`src/rtl/dsm_decim_sinc2.sv`:
```
// Second-order CIC (sinc2) decimator: rebuilds a signed DW-bit word from a
// 1-bit DSM bitstream, one word per R = 2^LOG2_R accepted samples.
module dsm_decim_sinc2 #(
  parameter int DW     = 9,
  parameter int LOG2_R = 6
) (
  input  logic          clk,
  input  logic          rst,
  input  logic          sync_clr,
  input  logic          din,
  input  logic          din_valid,
  output logic [DW-1:0] dout,
  output logic          dout_valid
);

  localparam int W  = DW + 2*LOG2_R;
  localparam int SH = 2*LOG2_R;

  // Bit levels +2^(DW-2)-1 / -2^(DW-2); the negative level is the bitwise inverse.
  localparam logic signed [W-1:0] XP   = W'(2**(DW-2) - 1);
  localparam logic signed [W-1:0] XN   = ~XP;
  localparam logic signed [W-1:0] YMAX = XP;
  localparam logic signed [W-1:0] YMIN = XN;

  logic signed [W-1:0]  x, i1, i2, i2_d, c1_d, c1, c2, y_sh;
  logic signed [DW-1:0] y;
  logic [LOG2_R-1:0]    cnt;
  logic                 tick, warm;

  always_comb begin
    x    = din ? XP : XN;
    c1   = i2 - i2_d;
    c2   = c1 - c1_d;
    y_sh = c2 >>> SH;
    if (y_sh > YMAX)      y = YMAX[DW-1:0];
    else if (y_sh < YMIN) y = YMIN[DW-1:0];
    else                  y = y_sh[DW-1:0];
  end

  // All arithmetic wraps modulo 2^W on purpose; the comb differences cancel it.
  always_ff @(posedge clk or negedge rst) begin
    if (!rst) begin
      i1 <= '0; i2 <= '0; i2_d <= '0; c1_d <= '0;
      cnt <= '0; tick <= 1'b0; warm <= 1'b0;
      dout <= '0; dout_valid <= 1'b0;
    end else if (sync_clr) begin
      i1 <= '0; i2 <= '0; i2_d <= '0; c1_d <= '0;
      cnt <= '0; tick <= 1'b0; warm <= 1'b0;
      dout <= '0; dout_valid <= 1'b0;
    end else begin
      dout_valid <= 1'b0;
      if (din_valid) begin
        i1  <= i1 + x;
        i2  <= i2 + i1;
        cnt <= cnt + 1'b1;
      end
      tick <= din_valid && (cnt == '1);
      // Comb uses pre-edge i2, i.e. the value latched at the frame boundary.
      if (tick) begin
        i2_d <= i2;
        c1_d <= c1;
        warm <= 1'b1;
        if (warm) begin
          dout       <= y;
          dout_valid <= 1'b1;
        end
      end
    end
  end

endmodule

```
`config.mk`:
```
export PLATFORM = sky130hd
export DESIGN_NAME = dsm_decim_sinc2
export DESIGN_NICKNAME = d
export VERILOG_FILES = /design/src/rtl/dsm_decim_sinc2.sv
export SDC_FILE = /design/constraint.sdc
export NUM_CORES = 1
export LEC_CHECK = 0
export ABC_AREA = 0
export ABC_CLOCK_PERIOD_IN_PS = 4950
export CELL_PAD_IN_SITES_DETAIL_PLACEMENT = 1
export CELL_PAD_IN_SITES_GLOBAL_PLACEMENT = 1
export CORE_ASPECT_RATIO = 0.5
export CORE_UTILIZATION = 45
export DETAILED_ROUTE_END_ITERATION = 16
export PLACE_DENSITY_LB_ADDON = 0.05
export SETUP_SLACK_MARGIN = 0.5
export SYNTH_ARGS = -nofsm -noshare
export SYNTH_HDL_FRONTEND = slang
export SYNTH_SLANG_ARGS = --single-unit
```
`constraint.sdc`:
```
create_clock -name clk -period 4.95 [get_ports clk]
set_clock_uncertainty 0.15 [all_clocks]
set_input_delay 0.99 -clock clk [delete_from_list [all_inputs] [get_ports clk]]
set_output_delay 0.99 -clock clk [all_outputs]
set_load 0.01 [all_outputs]
```
==> metrics <==
result of the run completed; number of buffers added on ports 14; power density of the placed cells 454 nW/um^2; critical path class register to register; initial antenna violation count 0; crit path max-delay cell type sky130_fd_sc_hd__o41a_1; Post-Synthesis Mean Instance Area 9.37 um^2; biggest area consumer among synthesized cells sky130_fd_sc_hd__dfrtp_1; kind of capture point of the worst setup path register; endpoint required time on the critical path 5040 ps; Die W 186 um; total of endpoints with negative setup slack in the final report 0; setup tns final 0 ps; wire length of the first global-routing pass 31.5 mm; number of synthesized flops with an enable pin 0; share of final-layout standard cells stronger than drive strength 1 0.0935; number of ports placed on the die boundary 15; Bufs on Longest Clock Path 2; leakage power 3.94 nW; row cnt 33; count of distinct cell types in the synthesized netlist 68; Max stage delay on crit path 420 ps; count of final hold-check violations 0; die footprint 17500 um^2; max-capacitance violation count 0; instance count along the most critical hold path 2; Post-Place Cell Area 8040 um^2; share of the core filled with cells 0.518; detailed-placement wirelength estimate 13.9 mm; number of global-route vias before repair 6247; cell occurring most often along the worst timing path sky130_fd_sc_hd__a21oi_2; R2R depth 23; drt first-iter violations 228; Vias per Instance 5.67; fin area 8530 um^2; final weighted congestion of routability-driven global placement 0.828; ANT cells 0; headroom to the max-slew limit 0.488; Layout Area Growth over Synthesis 11.8%; post-synthesis register bit count 102; initial cell density of the core 0.463; residual DRC count 0; core box area 16500 um^2; min Tclk post-route 4600 ps; CP Data Arrival Time 4690 ps; TritonCTS clock tree built; type of the tightest min-delay check register to register; all-layer global routing usage 0.230; residual antenna-violating net count after detailed routing 0; Layout Nets 928; sequential element share of the synthesized area 0.335; Mapped Cells 814; Final period util 0.929; Post-Syn Nets 902; fill cell count 1884; sequence of cells on the critical path inv_1 > ha_2 > inv_2 > fa_2 > a211oi_2 > o21bai_1 > a21oi_2 > o21bai_1 > a21oi_2 > o21bai_1 > a21oi_2 > xnor2_2 > ha_4 > a21oi_2 > nand3b_1 > a211oi_2 > buf_4 > nor2_2 > o21a_1 > o41a_1 > buf_4 > xor2_2 > a221o_1; Worst Max-Slew Pin Slew 768 ps; area share of the largest cell type after synthesis 0.335; final wirelength 19.1 mm; clock buffers created by TritonCTS 9; maximum clock rate 217 MHz; clock-pin slew of the registers on the worst-case setup and hold paths 80 ps; sinks on the clock net 102; depth of the CTS H-tree 3; maximum vdd drop 199 uV; predominant post-synthesis flop cell sky130_fd_sc_hd__dfrtp_1; chip height 94.1 um; maximum fanout count along the critical path 3; FFs w/ async S/R, synth 1.00; final number of max-transition violations 0; setup repair after global routing missed its margin true; number of detailed-route iterations in the first pass 4; Clk Tree Root Cell sky130_fd_sc_hd__clkbuf_16; vias after detailed routing 6082; pin count of the biggest net entering global routing 57; critical path launch point type register; Synth area leaders sky130_fd_sc_hd__dfrtp_1 33%, sky130_fd_sc_hd__ha_1 13%, sky130_fd_sc_hd__mux2i_1 8.4%; netlist area before placement 7630 um^2; clock latency at the later pin of the worst-skew pair 360 ps; Avg WL per Cell 17.8 um; synth warn 0; final global-route overflow total 0
metrics by stage:
stage                     hold slack [ps]  setup slack (ps)  power, mW  std cells
final                                 335               349       3.87       1072
after CTS                             340               269       3.70       1062
after global placement                327               274       2.83       1039
after detailed placement              325              78.8       2.89       1039
after floorplan                       329               542       2.46        814
after global routing                  360              80.6       4.15       1072
placed cells by master, fill, tap and decap left out, drive strengths merged, types with 3 or more instances in the layout:
master,n
clkinv,3
o211ai,3
o221ai,3
nor2,113
nor2b,5
a31oi,15
clkbuf,11
o21a,9
nand3b,5
ha,80
nand2b,5
a211o,3
and3,9
a41oi,3
nand4,4
or3,7
o21bai,13
clkdlybuf4s50,11
nand2,32
a21o,27
a211oi,12
xor2,19
xnor2,33
dfrtp,102
fa,3
nor4,3
o21ai,28
a21oi,45
a221o,13
nor3,17
mux2i,64
inv,59
a311o,3
nand3,16
nor3b,4
buf,29
where the power goes:
group,internal (mW),switching [mW]
clock network,0.368,0.338
registers,0.884,0.0774
logic,0.978,1.22
worst max-delay path: cells and delay by family, from the launching register on:
kind / cells / cell delay [ps]
buf+inv: 4 / 430
flops: 1 / 380
compound gates: 12 / 2310
simple gates: 2 / 150
fa+ha+maj: 3 / 770
xor+xnor: 2 / 290
cells by family after synthesis:
family                     share of synthesized area
buffers and inverters                         0.0423
DFF                                            0.335
and+or+nand+nor                                0.139
adders and majority gates                      0.139
xor gates and xnor gates                      0.0684
AOI/OAI and AO/OA                              0.191
muxes                                         0.0855
final cells by class:
class,instances,area [um^2],share of cell area
Tap cell,227,284,0.0333
Multi-Input combinational cell,628,4860,0.569
Sequential cell,102,2550,0.300
Timing Repair Buffer,40,325,0.0381
Clock inverter,5,33.8,0.00396
Inverter,59,221,0.0260
Clock buffer,11,253,0.0296
flip-flops by register name, indices dropped and copies added (netlist names):
name / cells
c1_d: 21
i1: 21
i2: 21
i2_d: 21
dout: 9
cnt: 6
dout_valid: 1
tick: 1
warm: 1
worst paths after layout:
| path | start | endpoint | slack, ps |
|---|---|---|---|
| setup / recovery | i2[0]$_DFFE_PN0P_ | dout[4]$_DFFE_PN0P_ | 350 |
| hold / removal | dout[8]$_DFFE_PN0P_ | dout[8]$_DFFE_PN0P_ | 330 |
| setup reg to reg | i2[0]$_DFFE_PN0P_ | dout[4]$_DFFE_PN0P_ | 350 |
| hold reg to reg | dout[8]$_DFFE_PN0P_ | dout[8]$_DFFE_PN0P_ | 330 |
| max in group asynchronous | rst | tick$_DFF_PN0_ | 3260 |
| min in group asynchronous | rst | c1_d[15]$_DFFE_PN0P_ | 440 |
Yosys cell counts, types with 15 or more instances:
master,count
sky130_fd_sc_hd__nor2_1,112
sky130_fd_sc_hd__dfrtp_1,102
sky130_fd_sc_hd__ha_1,80
sky130_fd_sc_hd__mux2i_1,64
sky130_fd_sc_hd__inv_1,59
sky130_fd_sc_hd__a21oi_1,44
sky130_fd_sc_hd__nand2_1,32
sky130_fd_sc_hd__xnor2_1,32
sky130_fd_sc_hd__a21o_1,26
sky130_fd_sc_hd__o21ai_0,20
sky130_fd_sc_hd__xor2_1,19
sky130_fd_sc_hd__nor3_1,17
sky130_fd_sc_hd__nand3_1,16
sky130_fd_sc_hd__a31oi_1,15
sky130_fd_sc_hd__clkbuf_1,15
routing by layer:
layer  global-route usage  part of all wire  up-vias
met5                    0                 0        -
met4               0.0437            0.0071        0
met3               0.0422             0.020       11
met2                0.353              0.43       46
met1                0.335              0.54     3023
li1                     -                 -     3002
timing repair:
action | 4_1_cts | 5_1_grt
hold buffers | 0 | 0
endpoints found under the setup margin | 9 | 9
buffers inserted | 7 | 10
gates resized for setup | 6 | 9
pin swaps | 16 | 15
Power figures use the tool's default switching activity.
